==> config.mk <==
export PLATFORM = sky130hd
export DESIGN_NAME = pkt_tx
export DESIGN_NICKNAME = d
export VERILOG_FILES = /design/src/rtl/pkt_tx_pkg.sv /design/src/rtl/pkt_tx_buf.sv /design/src/rtl/pkt_tx.sv
export SDC_FILE = /design/constraint.sdc
export NUM_CORES = 1
export LEC_CHECK = 0
export CAP_MARGIN = 20
export CORE_MARGIN = 1.5
export CORE_UTILIZATION = 40
export DETAILED_ROUTE_END_ITERATION = 7
export DONT_BUFFER_PORTS = 1
export PLACE_DENSITY = 0.66
export SYNTH_ARGS = -nofsm -noshare
export SYNTH_HDL_FRONTEND = slang
export SYNTH_HIERARCHICAL = 1
export SYNTH_SLANG_ARGS = --single-unit
==> constraint.sdc <==
create_clock -name clock -period 4.47 [get_ports clock]
set_input_delay 1.341 -clock clock [delete_from_list [all_inputs] [get_ports clock]]
set_output_delay 1.341 -clock clock [all_outputs]
set_load 0.05 [all_outputs]
==> src/rtl/pkt_tx_pkg.sv <==
// Shared state encoding, limits and byte helpers for the pkt_tx packet transmitter.
package pkt_tx_pkg;

  typedef enum logic [2:0] {
    IDLE    = 3'd0,
    LOAD    = 3'd1,
    HEADER  = 3'd2,
    PAYLOAD = 3'd3,
    PARITY  = 3'd4,
    CHECK   = 3'd5
  } state_t;

  localparam int         MAX_LEN      = 32'd63;
  localparam logic [1:0] INVALID_ADDR = 2'b11;
  localparam int         CHECK_CYCLES = 32'd3;
  localparam int         BUF_DEPTH    = MAX_LEN + 32'd1;

  function automatic logic [7:0] parity_acc(input logic [7:0] acc, input logic [7:0] b);
    return acc ^ b;
  endfunction

  function automatic logic [7:0] header_byte(input logic [5:0] len, input logic [1:0] addr);
    return {len, addr};
  endfunction

endpackage

==> src/rtl/pkt_tx_buf.sv <==
// Payload store for pkt_tx: 64x8 register array, one write port, one asynchronous read port.
module pkt_tx_buf
  import pkt_tx_pkg::*;
(
  input  logic       clock,
  input  logic       we,
  input  logic [5:0] waddr,
  input  logic [7:0] wdata,
  input  logic [5:0] raddr,
  output logic [7:0] rdata
);

  logic [7:0] mem_r [BUF_DEPTH];

  // Write port; contents are deliberately left unreset.
  always_ff @(posedge clock) begin
    if (we) begin
      mem_r[waddr] <= wdata;
    end
  end

  assign rdata = mem_r[raddr];

endmodule

==> src/rtl/pkt_tx.sv <==
// Packet transmitter: buffers a payload, then sends header, payload and parity to a router.
// Optional PKT_TX_ERR_INJECT_EN adds inject_err, which inverts the transmitted parity byte.
module pkt_tx
  import pkt_tx_pkg::*;
(
  input  logic       clock,
  input  logic       resetn,
  input  logic       start,
  input  logic [1:0] cmd_addr,
  input  logic [5:0] cmd_len,
`ifdef PKT_TX_ERR_INJECT_EN
  input  logic       inject_err,
`endif
  output logic       cmd_ready,
  output logic       cmd_err,
  input  logic [7:0] src_data,
  input  logic       src_valid,
  output logic       src_ready,
  output logic [7:0] data_in,
  output logic       pkt_valid,
  input  logic       busy,
  input  logic       err,
  output logic       done,
  output logic       pkt_err
);

  localparam logic [1:0] CHECK_LAST = 2'(CHECK_CYCLES - 32'd1);

  state_t     state_r;
  logic [5:0] len_r;
  logic [1:0] addr_r;
  logic [5:0] cnt_r;
  logic [5:0] idx_r;
  logic [7:0] par_r;
  logic [1:0] chk_r;
  logic       inject_r;

  logic       buf_we_s;
  logic [5:0] buf_raddr_s;
  logic [7:0] buf_rdata_s;

  pkt_tx_buf u_buf (
    .clock (clock),
    .we    (buf_we_s),
    .waddr (cnt_r),
    .wdata (src_data),
    .raddr (buf_raddr_s),
    .rdata (buf_rdata_s)
  );

  // Buffer control: write while loading, read one byte ahead of the byte on data_in.
  always_comb begin
    buf_we_s    = 1'b0;
    buf_raddr_s = 6'd0;
    if ((state_r == LOAD) && src_ready) begin
      buf_we_s = src_valid;
    end else begin
      buf_we_s = 1'b0;
    end
    if (state_r == PAYLOAD) begin
      buf_raddr_s = idx_r + 6'd1;
    end else begin
      buf_raddr_s = 6'd0;
    end
  end

  // Transmit FSM with all outputs registered alongside the state.
  always_ff @(posedge clock) begin
    if (!resetn) begin
      state_r   <= IDLE;
      len_r     <= 6'd0;
      addr_r    <= 2'd0;
      cnt_r     <= 6'd0;
      idx_r     <= 6'd0;
      par_r     <= 8'h00;
      chk_r     <= 2'd0;
      inject_r  <= 1'b0;
      data_in   <= 8'h00;
      pkt_valid <= 1'b0;
      src_ready <= 1'b0;
      cmd_ready <= 1'b1;
      cmd_err   <= 1'b0;
      done      <= 1'b0;
      pkt_err   <= 1'b0;
    end else begin
      cmd_err <= 1'b0;
      done    <= 1'b0;
      case (state_r)
        IDLE: begin
          if (start) begin
            if ((cmd_addr != INVALID_ADDR) && (cmd_len != 6'd0)) begin
              len_r     <= cmd_len;
              addr_r    <= cmd_addr;
              cnt_r     <= 6'd0;
              pkt_err   <= 1'b0;
`ifdef PKT_TX_ERR_INJECT_EN
              inject_r  <= inject_err;
`else
              inject_r  <= 1'b0;
`endif
              src_ready <= 1'b1;
              cmd_ready <= 1'b0;
              state_r   <= LOAD;
            end else begin
              cmd_err <= 1'b1;
            end
          end
        end
        LOAD: begin
          if (src_valid) begin
            cnt_r <= cnt_r + 6'd1;
            if (cnt_r == (len_r - 6'd1)) begin
              src_ready <= 1'b0;
              data_in   <= header_byte(len_r, addr_r);
              pkt_valid <= 1'b1;
              par_r     <= header_byte(len_r, addr_r);
              state_r   <= HEADER;
            end
          end
        end
        HEADER: begin
          if (!busy) begin
            idx_r   <= 6'd0;
            data_in <= buf_rdata_s;
            state_r <= PAYLOAD;
          end
        end
        PAYLOAD: begin
          if (!busy) begin
            par_r <= parity_acc(par_r, data_in);
            // Stop the index at len-1 so it never wraps past the packet.
            if (idx_r == (len_r - 6'd1)) begin
              pkt_valid <= 1'b0;
              data_in   <= inject_r ? ~parity_acc(par_r, data_in) : parity_acc(par_r, data_in);
              state_r   <= PARITY;
            end else begin
              idx_r   <= idx_r + 6'd1;
              data_in <= buf_rdata_s;
            end
          end
        end
        PARITY: begin
          if (!busy) begin
            data_in <= 8'h00;
            chk_r   <= 2'd0;
            state_r <= CHECK;
          end
        end
        CHECK: begin
          if (err) begin
            pkt_err <= 1'b1;
          end
          if (chk_r == CHECK_LAST) begin
            chk_r     <= 2'd0;
            cmd_ready <= 1'b1;
            state_r   <= IDLE;
          end else begin
            chk_r <= chk_r + 2'd1;
            done  <= (chk_r == (CHECK_LAST - 2'd1));
          end
        end
        default: begin
          data_in   <= 8'h00;
          pkt_valid <= 1'b0;
          src_ready <= 1'b0;
          cmd_ready <= 1'b1;
          state_r   <= IDLE;
        end
      endcase
    end
  end

endmodule

# --- Word level (Yosys, flattened, before mapping) ---
# Memories as Yosys holds them, arrays and structs flattened.
# Index checks and enable logic that the tools add are counted.
# Widths: inputs -> output; s select.
word_totals:
  reg_bits: 47
  ram_bits: 512
  input_bits: 22
  out_inout_bits: 14
  elab_cells: 124
  mem_count: 1
mem_list:
  columns: ["memory", "depth", "word_bits", "rd", "rd_clocked_by_memory_dff", "wr", "line", "source"]
  rows:
  - ["u_buf.mem_r", 64, 8, 1, 0, 1, "pkt_tx_buf.sv:13", "logic [7:0] mem_r [BUF_DEPTH];"]
classes:
  addsub: 4
  eq_ne: 21
  n_mux: 51
  n_bitwise: 7
  n_reduce_logical: 26
op_table:
  columns: ["op", "n"]
  rows:
  - ["$mux 8", 7]
  - ["$mux 6", 7]
  - ["$pmux 8 s5", 1]
  - ["$mux 3", 9]
  - ["$pmux 6 s2", 2]
  - ["$ne 2x2->1 const B", 10]
  - ["$reduce_and 4->1", 5]
  - ["$pmux 3 s6", 1]
  - ["$mux 1", 16]
  - ["$pmux 8 s2", 1]
  - ["$add 6x1->6 const B", 2]
  - ["$eq 6x6->1", 2]
  - ["$reduce_or 4->1", 3]
  - ["$reduce_and 5->1", 2]
  - ["$reduce_bool 2->1", 5]
  - ["$pmux 1 s3", 3]
  - ["$reduce_and 9->1", 1]
  - ["$xor 8x8->8", 1]
  - ["$eq 3x2->1 const B", 2]
  - ["$eq 3x3->1 const B", 2]
  - ["$not 1->1", 6]
  - ["$reduce_and 3->1", 2]
  - ["$reduce_and 6->1", 1]
  - ["$reduce_bool 6->1", 1]
  - ["other kinds (14)", 17]

# --- Depth between registers and ports, before layout ---
# Gate-level depths: netlist (run 1).
# An unclocked memory read counts as a cell.
depth:
  word_depth: 6
  ltp_mapped: 19
  mapped_depth_nobuf: 13

# --- Cells and area by module ---
# The synthesis (run 1) kept the hierarchy.
modules_own_cells:
  columns: ["module", "instances", "cells_each", "area_per_inst_um2", "seq_area_each_um2"]
  rows:
  - ["pkt_tx_buf", 1, 985, 20125.6, 15374.7]
  - ["pkt_tx", 1, 396, 2977.9, 940.9]

# --- Worst setup path before layout (run 1) ---
# Ideal clock, no wire load.
synth_timing:
  path_kind: "flip-flop to flip-flop"
  start: "register state_r[1]"
  end: "register data_in[0]"
  setup_ns: 0.133
  arrival_time_ns: 3.521
  t_required_ns: 4.337
  slack_ns: 0.816
  stages_incl_launch_ff: 18
  path_buffers: 5
  period_less_slack_ns: 3.654
  path_cell_list: "dfxtp_1 > clkbuf_1 > inv_1 > or3_1 > clkbuf_1 > buf_1 > nor2_1 > buf_6 > buf_2 > mux4_2 > a22oi_1 > nand3_1 > a211oi_1 > a21oi_1 > a22oi_1 > nor2_1 > o21ai_0 > a31oi_1"
synth_via:
  elab_chain_cells: 6
  elab_cells_between_ends: 20
  classes_between: "eq/ne: 10; mux: 5; bitwise: 1; reduce/logical: 3; memory: 1"
synth_rtl:
  columns: ["item", "line", "source"]
  rows:
  - ["start: declaration", "pkt_tx.sv:29", "state_t state_r;"]
  - ["start signal: assignment", "pkt_tx.sv:70", "state_r <= IDLE;"]
  - ["start signal: assignment", "pkt_tx.sv:103", "state_r <= LOAD;"]
  - ["start signal: assignment", "pkt_tx.sv:117", "state_r <= HEADER;"]
  - ["$eq 3x2->1 *", "pkt_tx.sv:60", "if (state_r == PAYLOAD) begin"]
  - ["$mux 6 *", "pkt_tx.sv:60", null]
  - ["named net buf_raddr_s[0]", "pkt_tx.sv:39", "logic [5:0] buf_raddr_s;"]
  - ["$mem_v2 64x8 *", null, null]
  - ["named net buf_rdata_s[0]", "pkt_tx.sv:40", "logic [7:0] buf_rdata_s;"]
  - ["$mux 8", "pkt_tx.sv:132", "if (idx_r == (len_r - 6'd1)) begin"]
  - ["$mux 8", "pkt_tx.sv:129", "if (!busy) begin"]
  - ["$pmux 8 s5 *", "pkt_tx.sv:88", "case (state_r)"]
  - ["end signal: assignment", "pkt_tx.sv:124", "data_in <= buf_rdata_s;"]
  - ["end signal: assignment", "pkt_tx.sv:134", "data_in <= inject_r ? ~parity_acc(par_r, data_in) : parity_acc(par_r, data_in);"]
  - ["end signal: assignment", "pkt_tx.sv:138", "data_in <= buf_rdata_s;"]
  - ["end: declaration", "pkt_tx.sv:19", "output logic [7:0] data_in,"]
# The timed path passes the listed nets; every way through them passes the cells marked *. The select of a mux whose other input is x is not followed.
# A chain may end at the register's enable or synchronous reset.

# --- Worst setup path in the final report (run 1) ---
layout_timing:
  start: "register state_r[0]"
  end: "register data_in[6]"
# Same word-level chain as after synthesis.

==> metrics.txt, run 1 <==
# TYPE chip_impl_metric gauge
chip_impl_metric{name="drtPass1Iterations",unit=""} 8
chip_impl_info{name="highest_count_cells_in_the_layout_ignoring_fill_and_taps",value="sky130_fd_sc_hd__edfxtp_1 (512), sky130_fd_sc_hd__nor2_1 (119), sky130_fd_sc_hd__mux4_2 (107)"} 1
chip_impl_metric{name="yosysWarnings",unit=""} 6
chip_impl_metric{name="max_stage_delay",unit="ns"} 0.60
chip_impl_metric{name="wl_per_cell",unit="um"} 24.54
chip_impl_metric{name="number_of_enable_type_register_cells_in_the_synthesized_netlist",unit=""} 512
chip_impl_metric{name="r2r_slack",unit="ns"} 0.29
chip_impl_info{name="tritoncts",value="done"} 1
chip_impl_metric{name="post_route_cells_drive_above_1_share",unit="%"} 20.27
chip_impl_metric{name="clockPowerShare",unit="%"} 42.7
chip_impl_info{name="clock_tree.root_cell",value="sky130_fd_sc_hd__clkbuf_16"} 1
chip_impl_metric{name="port_buffers",unit=""} 0
chip_impl_info{name="rsz_0062_raised_after_global_routing",value="false"} 1
chip_impl_metric{name="grt_util_all_layers",unit="%"} 18.55
chip_impl_metric{name="antenna_violations_before_repair",unit=""} 0
chip_impl_info{name="layout_commonest_cell",value="sky130_fd_sc_hd__edfxtp_1"} 1
chip_impl_metric{name="detail_route.drc_violations",unit=""} 0
chip_impl_metric{name="worstRegToRegCells",unit=""} 14
chip_impl_metric{name="drt-initial-drc-count",unit=""} 1393
chip_impl_metric{name="start_util",unit="%"} 40.74
chip_impl_metric{name="switching_power",unit="uW"} 2261
chip_impl_metric{name="post_cts_buffers",unit=""} 0
chip_impl_info{name="crit_path_end_kind",value="flop"} 1
chip_impl_metric{name="totalWireLength",unit="um"} 55000
chip_impl_metric{name="post-place-ws",unit="ns"} 0.3855
chip_impl_metric{name="fillerInstances",unit=""} 4769
chip_impl_info{name="setup.worst_path.start_class",value="flop"} 1
chip_impl_metric{name="arrival",unit="ns"} 4.64
chip_impl_metric{name="post_cts_resize_count",unit=""} 0
chip_impl_metric{name="number_of_routed_nets_with_antenna_violations",unit=""} 0
chip_impl_metric{name="postLayoutSetupSlackWorst",unit="ns"} 0.2918
chip_impl_metric{name="critical_path.max_fanout",unit=""} 29
chip_impl_info{name="min-delay-path-class",value="flop to flop"} 1
chip_impl_metric{name="num-nets-final",unit=""} 1468
chip_impl_metric{name="hpwl",unit="um"} 34650
chip_impl_metric{name="combPwrFrac",unit="%"} 4.0
chip_impl_metric{name="synth_sequential_area_ratio",unit="%"} 70.62
chip_impl_metric{name="tritoncts_num_sinks",unit=""} 559
chip_impl_info{name="r2r_start",value="state_r[0]"} 1
chip_impl_info{name="crit-reg2reg-capture",value="data_in[6]"} 1
chip_impl_metric{name="chipHeight",unit="um"} 243.3
chip_impl_metric{name="power_per_cell_area",unit="nW/um2"} 415.6
chip_impl_metric{name="core_area",unit="um2"} 56710
chip_impl_metric{name="synthesized_netlist_cell_count",unit=""} 1381
chip_impl_metric{name="net_count_of_the_mapped_netlist",unit=""} 1406
chip_impl_metric{name="clk_pin_slew",unit="ns"} 0.06
chip_impl_metric{name="grt_pass1_wl",unit="um"} 82630
chip_impl_metric{name="grt_start_max_net_pins",unit=""} 65
chip_impl_metric{name="avgSynthCellArea",unit="um2"} 16.73
chip_impl_metric{name="h-tree-depth",unit=""} 2
chip_impl_metric{name="number_of_global_route_vias_before_repair",unit=""} 12800
chip_impl_metric{name="min_period",unit="ns"} 4.178
chip_impl_metric{name="viasPerCell",unit=""} 5.745
chip_impl_info{name="critPathKind",value="flop to flop"} 1
chip_impl_metric{name="count_of_final_max_slew_check_failures",unit=""} 0
chip_impl_metric{name="max-vdd-ir-drop",unit="mV"} 0.2656
chip_impl_metric{name="dieWidth",unit="um"} 243.3
chip_impl_metric{name="numCtsBuffers",unit=""} 56
chip_impl_metric{name="final.setup.tns",unit="ns"} 0
chip_impl_metric{name="total_leakage_power",unit="uW"} 0.007930
chip_impl_metric{name="max_clock_freq",unit="MHz"} 239.3
chip_impl_metric{name="area_delta_synth_final",unit="%"} 13.20
chip_impl_metric{name="yosys.cell_types.count",unit=""} 67
chip_impl_metric{name="maxCapViolCount",unit=""} 0
chip_impl_metric{name="clkLatencyLatePin",unit="ns"} 0.61
chip_impl_metric{name="synthArstFlopShare",unit="%"} 0
chip_impl_metric{name="slew-limit-headroom",unit="%"} 29.60
chip_impl_metric{name="place.gp.congestion",unit=""} 0.8686
chip_impl_info{name="worstPathCellList",value="clkinv_1 > or3_1 > nor2_4 > buf_12 > buf_4 > mux4_2 > a22oi_1 > nand3_1 > a21oi_1 > o22ai_1 > a22oi_1 > nor2_1 > o21ai_0 > a31oi_1"} 1
chip_impl_metric{name="ctsHoldBuffers",unit=""} 0
chip_impl_info{name="crit_path_end",value="data_in[6]"} 1
chip_impl_info{name="critPathSlowestCell",value="sky130_fd_sc_hd__or3_1"} 1
chip_impl_metric{name="timing.critical_path.required",unit="ns"} 4.93
chip_impl_metric{name="yosys_register_bits",unit=""} 559
chip_impl_metric{name="relative_contribution_of_sequential_cells_to_total_power",unit="%"} 53.3
chip_impl_info{name="outcome",value="finished, final reports clean"} 1
chip_impl_metric{name="mappedNetlistArea",unit="um2"} 23100
chip_impl_metric{name="finalCritPeriodShare",unit="%"} 93.47
chip_impl_metric{name="setup-violations-final",unit=""} 0
chip_impl_info{name="synth_flop_cell",value="sky130_fd_sc_hd__edfxtp_1"} 1
chip_impl_metric{name="antenna_cells_inserted",unit=""} 0
chip_impl_metric{name="num_io_pins",unit=""} 36
chip_impl_metric{name="worst_pin_slew",unit="ns"} 1.048
chip_impl_info{name="critPathLaunch",value="state_r[0]"} 1
chip_impl_metric{name="row_count",unit=""} 87
chip_impl_metric{name="timing_hold_violations_final",unit=""} 0
chip_impl_metric{name="p_int",unit="uW"} 8608
chip_impl_metric{name="routed-via-count",unit=""} 12870
chip_impl_metric{name="overflow",unit=""} 0
chip_impl_metric{name="clock_tree.buffer_depth",unit=""} 3
chip_impl_metric{name="switching_share",unit="%"} 20.80
chip_impl_metric{name="post_route_clock_skew",unit="ns"} 0.02447
chip_impl_info{name="critPathMostFrequentCell",value="sky130_fd_sc_hd__a22oi_1"} 1
chip_impl_metric{name="die_area",unit="um2"} 59210
[how the worst min path moves through the flow]
stage,slack [ns],from,depth (start not counted),end
after floorplan,0.45,par_r[2],2,par_r[2]
after global placement,0.46,par_r[2],2,par_r[2]
after detailed placement,0.47,par_r[6],2,par_r[6]
after CTS,0.48,par_r[0],2,par_r[0]
after global routing,0.50,par_r[0],2,par_r[0]
final,0.48,par_r[0],2,par_r[0]
[per-layer routing]
metal | routed length, um | global-route usage [%]
met3 | 4898 | 4.252
met1 | 23090 | 25.94
met2 | 25390 | 28.54
met4 | 1613 | 6.577
met5 | 0 | 0
[registers in the layout, summed over array words and instances (netlist names)]
signal,count
u_buf/mem_r,512
data_in,8
par_r,8
cnt_r,6
idx_r,6
len_r,6
state_r,3
addr_r,2
chk_r,2
cmd_err,1
cmd_ready,1
done,1
pkt_err,1
pkt_valid,1
src_ready,1
[final cells by class]
class	instances	area, um2	area share [%]
clock inverters	32	347.8	1.330
inverters	10	37.54	0.1435
multi-input cells	729	6319	24.16
repair buffers	87	740.7	2.832
well taps	756	945.9	3.617
clock buffers	68	1446	5.531
flip-flops and latches	559	16320	62.39
[through the flow]
step	util (%)	cell area (um2)	power [uW]	instances	hold WS [ns]
finish	46.11	26150	10870	2241	0.4840
global route	46.11	26150	11180	2241	0.5001
CTS	46.11	26150	10940	2241	0.4825
detailed placement	42.95	24360	6329	2141	0.4707
global placement	42.95	24360	6324	2141	0.4555
floorplan	-	23100	6231	1381	0.4472
[kinds of logic after synthesis]
logic type	share of synthesized area, %
DFF	70.62
and+or+nand+nor	7.506
muxes	13.48
AOI/OAI and AO/OA	5.053
buffers and inverters	2.172
xor gates and xnor gates	1.007
adders and majority gates	0.1625
[synthesized netlist by cell type, types with 6 or more instances]
cell	count	area share (%)
sky130_fd_sc_hd__a31oi_1	12	0.32
sky130_fd_sc_hd__nor2b_1	14	0.38
sky130_fd_sc_hd__dfxtp_1	47	4.1
sky130_fd_sc_hd__xnor2_1	16	0.61
sky130_fd_sc_hd__nand3_1	36	0.78
sky130_fd_sc_hd__nand4_1	14	0.38
sky130_fd_sc_hd__buf_6	10	0.49
sky130_fd_sc_hd__o31ai_1	6	0.19
sky130_fd_sc_hd__o21ai_0	29	0.63
sky130_fd_sc_hd__a221oi_1	7	0.27
sky130_fd_sc_hd__a22oi_1	25	0.81
sky130_fd_sc_hd__buf_4	6	0.19
sky130_fd_sc_hd__nand3b_1	12	0.39
sky130_fd_sc_hd__a211oi_1	6	0.19
sky130_fd_sc_hd__nor3_1	16	0.35
sky130_fd_sc_hd__mux4_2	107	10
sky130_fd_sc_hd__o221ai_1	6	0.23
sky130_fd_sc_hd__inv_1	8	0.13
sky130_fd_sc_hd__a21oi_1	31	0.67
sky130_fd_sc_hd__o22ai_1	25	0.68
sky130_fd_sc_hd__edfxtp_1	512	67
sky130_fd_sc_hd__clkbuf_1	38	0.62
sky130_fd_sc_hd__nand2_1	66	1.1
sky130_fd_sc_hd__nor2_1	123	2.0
sky130_fd_sc_hd__mux2_2	11	0.54
sky130_fd_sc_hd__nand2b_1	31	0.84
sky130_fd_sc_hd__xor2_1	8	0.30
sky130_fd_sc_hd__mux2i_1	58	2.5
sky130_fd_sc_hd__buf_2	22	0.48
[critical path: cells and delay by family (launching register included)]
kind,cells,cell delay (ns)
AO/OA/AOI/OAI,6,1.24
AND/OR/NAND/NOR,4,1.01
buffers and inverters,3,0.63
flip-flops,1,0.56
multiplexers,1,0.53
[power by group through the flow]
| stage | clock network [uW] | registers (uW) | logic [uW] |
|---|---|---|---|
| 2_1_floorplan | 0 | 5860 | 368 |
| 3_3_place_gp | 0 | 5900 | 426 |
| 3_5_place_dp | 0 | 5900 | 430 |
| 4_1_cts | 4720 | 5790 | 433 |
| 5_1_grt | 4920 | 5790 | 473 |
| 6_report | 4640 | 5790 | 436 |
Note: power is estimated with default switching activity, not from simulation.
==> inputs of run 2 (changes only) <==
Clock period 4.47 ns to 3.86 ns, I/O delays scaled along.
==> metrics.txt, run 2 (same netlist as run 1, synthesis figures left out) <==
# TYPE chip_impl_metric gauge
chip_impl_metric{name="clock_tree.buffer_depth",unit=""} 3
chip_impl_metric{name="detail_route.drc_violations",unit=""} 0
chip_impl_metric{name="grt_pass1_wl",unit="um"} 82590
chip_impl_metric{name="count_of_final_max_slew_check_failures",unit=""} 0
chip_impl_metric{name="chipHeight",unit="um"} 243.3
chip_impl_metric{name="timing_hold_violations_final",unit=""} 0
chip_impl_metric{name="h-tree-depth",unit=""} 2
chip_impl_metric{name="place.gp.congestion",unit=""} 0.9392
chip_impl_metric{name="number_of_global_route_vias_before_repair",unit=""} 12950
chip_impl_metric{name="viasPerCell",unit=""} 5.658
chip_impl_info{name="outcome",value="finished, final reports clean"} 1
chip_impl_metric{name="routed-via-count",unit=""} 12860
chip_impl_info{name="layout_commonest_cell",value="sky130_fd_sc_hd__edfxtp_1"} 1
chip_impl_info{name="critPathKind",value="flop to flop"} 1
chip_impl_info{name="biggestRegsByFlops",value="u_buf/mem_r x512, data_in x8, par_r x8"} 1
chip_impl_metric{name="totalWireLength",unit="um"} 55030
chip_impl_metric{name="area_delta_synth_final",unit="%"} 14.24
chip_impl_metric{name="post_route_cells_drive_above_1_share",unit="%"} 21.83
chip_impl_metric{name="critical_path.max_fanout",unit=""} 18
chip_impl_info{name="critPathLaunch",value="state_r[1]"} 1
chip_impl_metric{name="port_buffers",unit=""} 0
chip_impl_metric{name="setup-violations-final",unit=""} 0
chip_impl_metric{name="maxCapViolCount",unit=""} 0
chip_impl_metric{name="postLayoutCoreUtil",unit="%"} 46.54
chip_impl_metric{name="overflow",unit=""} 0
chip_impl_metric{name="max-vdd-ir-drop",unit="mV"} 0.4043
chip_impl_info{name="largest_reg_by_ff_count",value="u_buf/mem_r"} 1
chip_impl_metric{name="start_util",unit="%"} 40.74
chip_impl_info{name="hold_path_startpoint",value="par_r[2]"} 1
chip_impl_metric{name="wl_per_cell",unit="um"} 24.22
chip_impl_metric{name="grt_util_all_layers",unit="%"} 18.57
chip_impl_metric{name="clk_pin_slew",unit="ns"} 0.06
chip_impl_metric{name="worst_pin_slew",unit="ns"} 0.8859
chip_impl_metric{name="post_route_clock_skew",unit="ns"} 0.02347
chip_impl_info{name="rsz_0062_raised_after_global_routing",value="true"} 1
chip_impl_metric{name="tritoncts_num_sinks",unit=""} 559
chip_impl_metric{name="row_count",unit=""} 87
chip_impl_metric{name="dieWidth",unit="um"} 243.3
chip_impl_info{name="tritoncts",value="done"} 1
chip_impl_metric{name="number_of_routed_nets_with_antenna_violations",unit=""} 0
chip_impl_metric{name="timing.critical_path.required",unit="ns"} 4.32
chip_impl_metric{name="die_area",unit="um2"} 59210
chip_impl_metric{name="clkLatencyLatePin",unit="ns"} 0.60
chip_impl_metric{name="drt-initial-drc-count",unit=""} 1257
chip_impl_metric{name="num_io_pins",unit=""} 36
chip_impl_metric{name="power_per_cell_area",unit="nW/um2"} 472.2
chip_impl_metric{name="placement.cell_area",unit="um2"} 24600
chip_impl_metric{name="r2r_slack",unit="ns"} 0.08
chip_impl_metric{name="arrival",unit="ns"} 4.24
chip_impl_metric{name="fillerInstances",unit=""} 4712
chip_impl_metric{name="max_clock_freq",unit="MHz"} 264.9
chip_impl_metric{name="total_leakage_power",unit="uW"} 0.008103
chip_impl_metric{name="number_of_flip_flops_under_the_largest_register_name",unit=""} 512
chip_impl_metric{name="drtPass1Iterations",unit=""} 6
chip_impl_metric{name="num-nets-final",unit=""} 1500
chip_impl_metric{name="min_period",unit="ns"} 3.776
chip_impl_metric{name="slew-limit-headroom",unit="%"} 40.32
chip_impl_info{name="highest_count_cells_in_the_layout_ignoring_fill_and_taps",value="sky130_fd_sc_hd__edfxtp_1 (512), sky130_fd_sc_hd__nor2_1 (119), sky130_fd_sc_hd__buf_4 (110)"} 1
chip_impl_info{name="clock_tree.root_cell",value="sky130_fd_sc_hd__clkbuf_16"} 1
chip_impl_info{name="min-delay-path-class",value="flop to flop"} 1
chip_impl_metric{name="antenna_violations_before_repair",unit=""} 0
chip_impl_metric{name="stdcell_area",unit="um2"} 26390
chip_impl_metric{name="numCtsBuffers",unit=""} 56
chip_impl_metric{name="post_cts_buffers",unit=""} 0
chip_impl_info{name="crit_path_end_kind",value="flop"} 1
chip_impl_info{name="setup.worst_path.start_class",value="flop"} 1
chip_impl_metric{name="grt_start_max_net_pins",unit=""} 65
chip_impl_metric{name="finalCritPeriodShare",unit="%"} 97.82
chip_impl_metric{name="hpwl",unit="um"} 35030
chip_impl_info{name="r2r_start",value="state_r[1]"} 1
chip_impl_metric{name="core_area",unit="um2"} 56710
chip_impl_metric{name="whs",unit="ns"} 0.4820
chip_impl_metric{name="antenna_cells_inserted",unit=""} 0
[run 2: changes by cell type in the layout (fill, tap and decap cells not counted), sizes merged]
cell      delta
buf         +31
bufinv       -1
clkbuf       -3
clkinv       +5
clkinvlp     -2
inv          +1
[run 2: worst paths after layout]
kind | end | depth (start not counted)
hold reg to reg | par_r[2] | 2
hold / removal | par_r[2] | 2
setup reg to reg | data_in[2] | 14
setup / recovery | data_in[2] | 14
[run 2: layout make-up]
| type | count | area [um2] | share of cell area (%) |
|---|---|---|---|
| tap | 756 | 945.9 | 3.584 |
| inverter | 10 | 37.54 | 0.1422 |
| multi-input combinational | 729 | 6324 | 23.96 |
| timing repair buffer | 119 | 1011 | 3.830 |
| clock inverter | 35 | 327.8 | 1.242 |
| clock buffer | 64 | 1431 | 5.423 |
| sequential | 559 | 16320 | 61.82 |
[run 2: what timing repair did]
item	4_1_cts	5_1_grt
hold buffers	0	0
gates resized for setup	0	1
setup endpoints to repair	0	2
[run 2: critical path: stages, from the launching register on]
cell                      delay [ns]
sky130_fd_sc_hd__dfxtp_1        0.33
sky130_fd_sc_hd__inv_1          0.10
sky130_fd_sc_hd__or3_1          0.43
sky130_fd_sc_hd__nor2_4         0.32
sky130_fd_sc_hd__buf_12         0.27
sky130_fd_sc_hd__buf_4          0.28
sky130_fd_sc_hd__mux4_2         0.54
sky130_fd_sc_hd__mux2i_1        0.33
sky130_fd_sc_hd__nand2_1        0.11
sky130_fd_sc_hd__o31ai_1        0.17
sky130_fd_sc_hd__o22ai_1        0.25
sky130_fd_sc_hd__a22oi_1        0.22
sky130_fd_sc_hd__nor2_1         0.06
sky130_fd_sc_hd__o21ai_0        0.08
sky130_fd_sc_hd__a31oi_1        0.10
[run 2: stage by stage]
step | instances | setup slack, ns | setup TNS, ns | power, uW
2_1_floorplan | 1381 | 0.2060 | 0 | 7215
3_3_place_gp | 2172 | 0.2403 | 0 | 7339
3_5_place_dp | 2172 | 0.2220 | 0 | 7343
4_1_cts | 2271 | 0.1918 | 0 | 12570
5_1_grt | 2272 | -0.02228 | -0.02228 | 12820
6_report | 2272 | 0.08427 | 0 | 12460
[run 2: power by group]
| group | internal (uW) | switching [uW] |
|---|---|---|
| Combinational | 235 | 305 |
| Sequential | 6620 | 61.3 |
| Clock | 3040 | 2200 |
| Total | 9900 | 2560 |
[run 2: per-layer routing]
layer / global-route usage [%] / share of wire (%) / wire [um]
met2: 30.17 / 48 / 26200
met5: 0 / 0 / 0
met1: 24.54 / 41 / 22590
met4: 7.070 / 3.4 / 1868
met3: 3.944 / 8.0 / 4375
==> inputs of run 3 (changes only) <==
Settings changed: CORE_MARGIN 1.5 to 10, PLACE_DENSITY 0.66 to 0.68.
Clock period 3.86 ns to 3.2 ns, I/O delays scaled along.
==> metrics.txt, run 3 (same netlist as run 1, synthesis figures left out) <==
# TYPE chip_impl_metric gauge
chip_impl_metric{name="worst_pin_slew",unit="ns"} 0.9689
chip_impl_metric{name="num-nets-final",unit=""} 1578
chip_impl_metric{name="numCtsBuffers",unit=""} 55
chip_impl_metric{name="hpwl",unit="um"} 36570
chip_impl_metric{name="combPwrFrac",unit="%"} 5.1
chip_impl_info{name="failed_checks",value="setup timing"} 1
chip_impl_metric{name="grt_pass1_wl",unit="um"} 85250
chip_impl_metric{name="min_period",unit="ns"} 3.316
chip_impl_metric{name="overflow",unit=""} 0
chip_impl_metric{name="relative_contribution_of_sequential_cells_to_total_power",unit="%"} 54.1
chip_impl_metric{name="port_buffers",unit=""} 0
chip_impl_metric{name="maxCapViolCount",unit=""} 0
chip_impl_info{name="min-delay-path-class",value="input port to flop"} 1
chip_impl_metric{name="core_area",unit="um2"} 57480
chip_impl_metric{name="tritoncts_num_sinks",unit=""} 559
chip_impl_metric{name="number_of_routed_nets_with_antenna_violations",unit=""} 0
chip_impl_metric{name="antenna_violations_before_repair",unit=""} 0
chip_impl_metric{name="slew-limit-headroom",unit="%"} 34.72
chip_impl_metric{name="ctsHoldBuffers",unit=""} 0
chip_impl_metric{name="arrival",unit="ns"} 3.80
chip_impl_metric{name="drtPass1Iterations",unit=""} 7
chip_impl_metric{name="post_route_clock_skew",unit="ns"} 0.01987
chip_impl_metric{name="antenna_cells_inserted",unit=""} 0
chip_impl_metric{name="setup-violations-final",unit=""} 5
chip_impl_metric{name="detail_route.drc_violations",unit=""} 0
chip_impl_metric{name="postLayoutSetupSlackWorst",unit="ns"} -0.1164
chip_impl_metric{name="row_count",unit=""} 88
chip_impl_metric{name="clock_tree.buffer_depth",unit=""} 3
chip_impl_metric{name="post_route_cells_drive_above_1_share",unit="%"} 28.43
chip_impl_metric{name="grt_util_all_layers",unit="%"} 16.55
chip_impl_metric{name="dieWidth",unit="um"} 260.3
chip_impl_metric{name="place.gp.congestion",unit=""} 0.8811
chip_impl_info{name="highest_count_cells_in_the_layout_ignoring_fill_and_taps",value="sky130_fd_sc_hd__edfxtp_1 (512), sky130_fd_sc_hd__buf_4 (171), sky130_fd_sc_hd__nor2_1 (118)"} 1
chip_impl_metric{name="chipHeight",unit="um"} 260.3
chip_impl_metric{name="totalWireLength",unit="um"} 56570
chip_impl_metric{name="routed-via-count",unit=""} 13420
chip_impl_metric{name="switching_share",unit="%"} 21.22
chip_impl_metric{name="grt_start_max_net_pins",unit=""} 65
chip_impl_info{name="clock_tree.root_cell",value="sky130_fd_sc_hd__clkbuf_16"} 1
chip_impl_info{name="tritoncts",value="done"} 1
chip_impl_metric{name="p_int",unit="uW"} 11730
chip_impl_metric{name="postLayoutCoreUtil",unit="%"} 47.57
chip_impl_metric{name="max_clock_freq",unit="MHz"} 301.5
chip_impl_metric{name="clkLatencyLatePin",unit="ns"} 0.62
chip_impl_metric{name="timing_hold_violations_final",unit=""} 0
chip_impl_metric{name="count_of_final_max_slew_check_failures",unit=""} 0
chip_impl_metric{name="h-tree-depth",unit=""} 2
chip_impl_metric{name="drt-initial-drc-count",unit=""} 1611
chip_impl_metric{name="critical_path.max_fanout",unit=""} 5
chip_impl_info{name="largest_reg_by_ff_count",value="u_buf/mem_r"} 1
chip_impl_metric{name="number_of_flip_flops_under_the_largest_register_name",unit=""} 512
chip_impl_metric{name="power_per_cell_area",unit="nW/um2"} 544.7
chip_impl_metric{name="area_delta_synth_final",unit="%"} 18.33
chip_impl_metric{name="start_util",unit="%"} 40.20
chip_impl_metric{name="placement.cell_area",unit="um2"} 25240
chip_impl_info{name="biggestRegsByFlops",value="u_buf/mem_r x512, data_in x8, par_r x8"} 1
chip_impl_info{name="rsz_0062_raised_after_global_routing",value="true"} 1
chip_impl_info{name="setup.worst_path.start_class",value="flop"} 1
chip_impl_metric{name="wl_per_cell",unit="um"} 23.95
chip_impl_metric{name="clockPowerShare",unit="%"} 40.8
chip_impl_metric{name="viasPerCell",unit=""} 5.681
chip_impl_info{name="layout_commonest_cell",value="sky130_fd_sc_hd__edfxtp_1"} 1
chip_impl_metric{name="num_io_pins",unit=""} 36
chip_impl_info{name="critPathKind",value="flop to flop"} 1
chip_impl_metric{name="stdcell_area",unit="um2"} 27340
chip_impl_metric{name="timing.critical_path.required",unit="ns"} 3.68
chip_impl_info{name="outcome",value="finished with violations"} 1
chip_impl_metric{name="clk_pin_slew",unit="ns"} 0.06
chip_impl_metric{name="whs",unit="ns"} 0.4295
chip_impl_metric{name="max-vdd-ir-drop",unit="mV"} 0.4190
chip_impl_metric{name="die_area",unit="um2"} 67770
chip_impl_metric{name="number_of_global_route_vias_before_repair",unit=""} 13330
chip_impl_info{name="crit_path_end_kind",value="flop"} 1
chip_impl_metric{name="total_leakage_power",unit="uW"} 0.008565
chip_impl_metric{name="finalCritPeriodShare",unit="%"} 103.6
chip_impl_metric{name="switching_power",unit="uW"} 3160
chip_impl_metric{name="post-place-ws",unit="ns"} -0.2620
## run 3: changes by cell type in the layout (fill, tap and decap cells not counted), moves of 7 or more
cell                      change
sky130_fd_sc_hd__o21ai_1      +7
sky130_fd_sc_hd__a21oi_1      -7
sky130_fd_sc_hd__o22ai_1      -7
sky130_fd_sc_hd__o21ai_0      -8
sky130_fd_sc_hd__buf_12      +11
sky130_fd_sc_hd__buf_4       +61
## run 3: path summary, 6_finish.rpt
path / startpoint / end / slack [ns] / cells past startpoint
hold reg to reg: par_r[2] / par_r[2] / 0.47 / 2
setup / recovery: state_r[1] / data_in[2] / -0.12 / 15
hold / removal: resetn / cmd_ready / 0.43 / 1
setup reg to reg: state_r[1] / data_in[2] / -0.12 / 15
## run 3: final cells by class
cell class | instances | area [um2]
clock buffers | 63 | 1406
clock inverters | 38 | 275.3
fillers | 4814 | 30140
inverters | 10 | 41.29
multi-input cells | 729 | 6566
flip-flops and latches | 559 | 16320
well taps | 765 | 957.2
repair buffers | 198 | 1774
## run 3: power by group through the flow
stage	sequential (uW)	combinational [uW]	clock [uW]
after global placement	8210	695	0
after global routing	8050	821	6490
final	8060	758	6080
after floorplan	8190	525	0
after CTS	8060	719	6200
after detailed placement	8210	702	0
## run 3: critical path: stages, from the launching register on
cell	delay, ns
sky130_fd_sc_hd__dfxtp_2	0.36
sky130_fd_sc_hd__inv_4	0.03
sky130_fd_sc_hd__or3_4	0.40
sky130_fd_sc_hd__nor2_4	0.21
sky130_fd_sc_hd__buf_12	0.16
sky130_fd_sc_hd__buf_12	0.14
sky130_fd_sc_hd__buf_6	0.11
sky130_fd_sc_hd__mux4_2	0.55
sky130_fd_sc_hd__a32oi_2	0.22
sky130_fd_sc_hd__o31ai_2	0.12
sky130_fd_sc_hd__a22oi_1	0.27
sky130_fd_sc_hd__o22ai_2	0.17
sky130_fd_sc_hd__a22oi_1	0.20
sky130_fd_sc_hd__nor2_1	0.06
sky130_fd_sc_hd__o21ai_1	0.08
sky130_fd_sc_hd__a31oi_1	0.10
## run 3: through the flow
stage          total power, uW  setup TNS, ns  cells
2_1_floorplan             8716      -0.006988   1381
3_3_place_gp              8904        -0.8659   2245
3_5_place_dp              8912         -1.099   2245
4_1_cts                  14970       -0.02061   2351
5_1_grt                  15370        -0.9251   2362
6_report                 14890        -0.2858   2362
## run 3: what timing repair did
action	CTS	global route
buffers inserted	6	11
gates resized for setup	22	42
cloned	0	0
setup endpoints to repair	8	8
pin swaps	11	19
## run 3: metal layers
| metal | up-vias | share of wire (%) | global-route usage (%) |
|---|---|---|---|
| met2 | 591 | 47 | 26.57 |
| li1 | 5847 | - | - |
| met3 | 92 | 8.7 | 2.888 |
| met5 | - | 0 | 0 |
| met4 | 0 | 2.3 | 4.327 |
| met1 | 6889 | 42 | 23.03 |
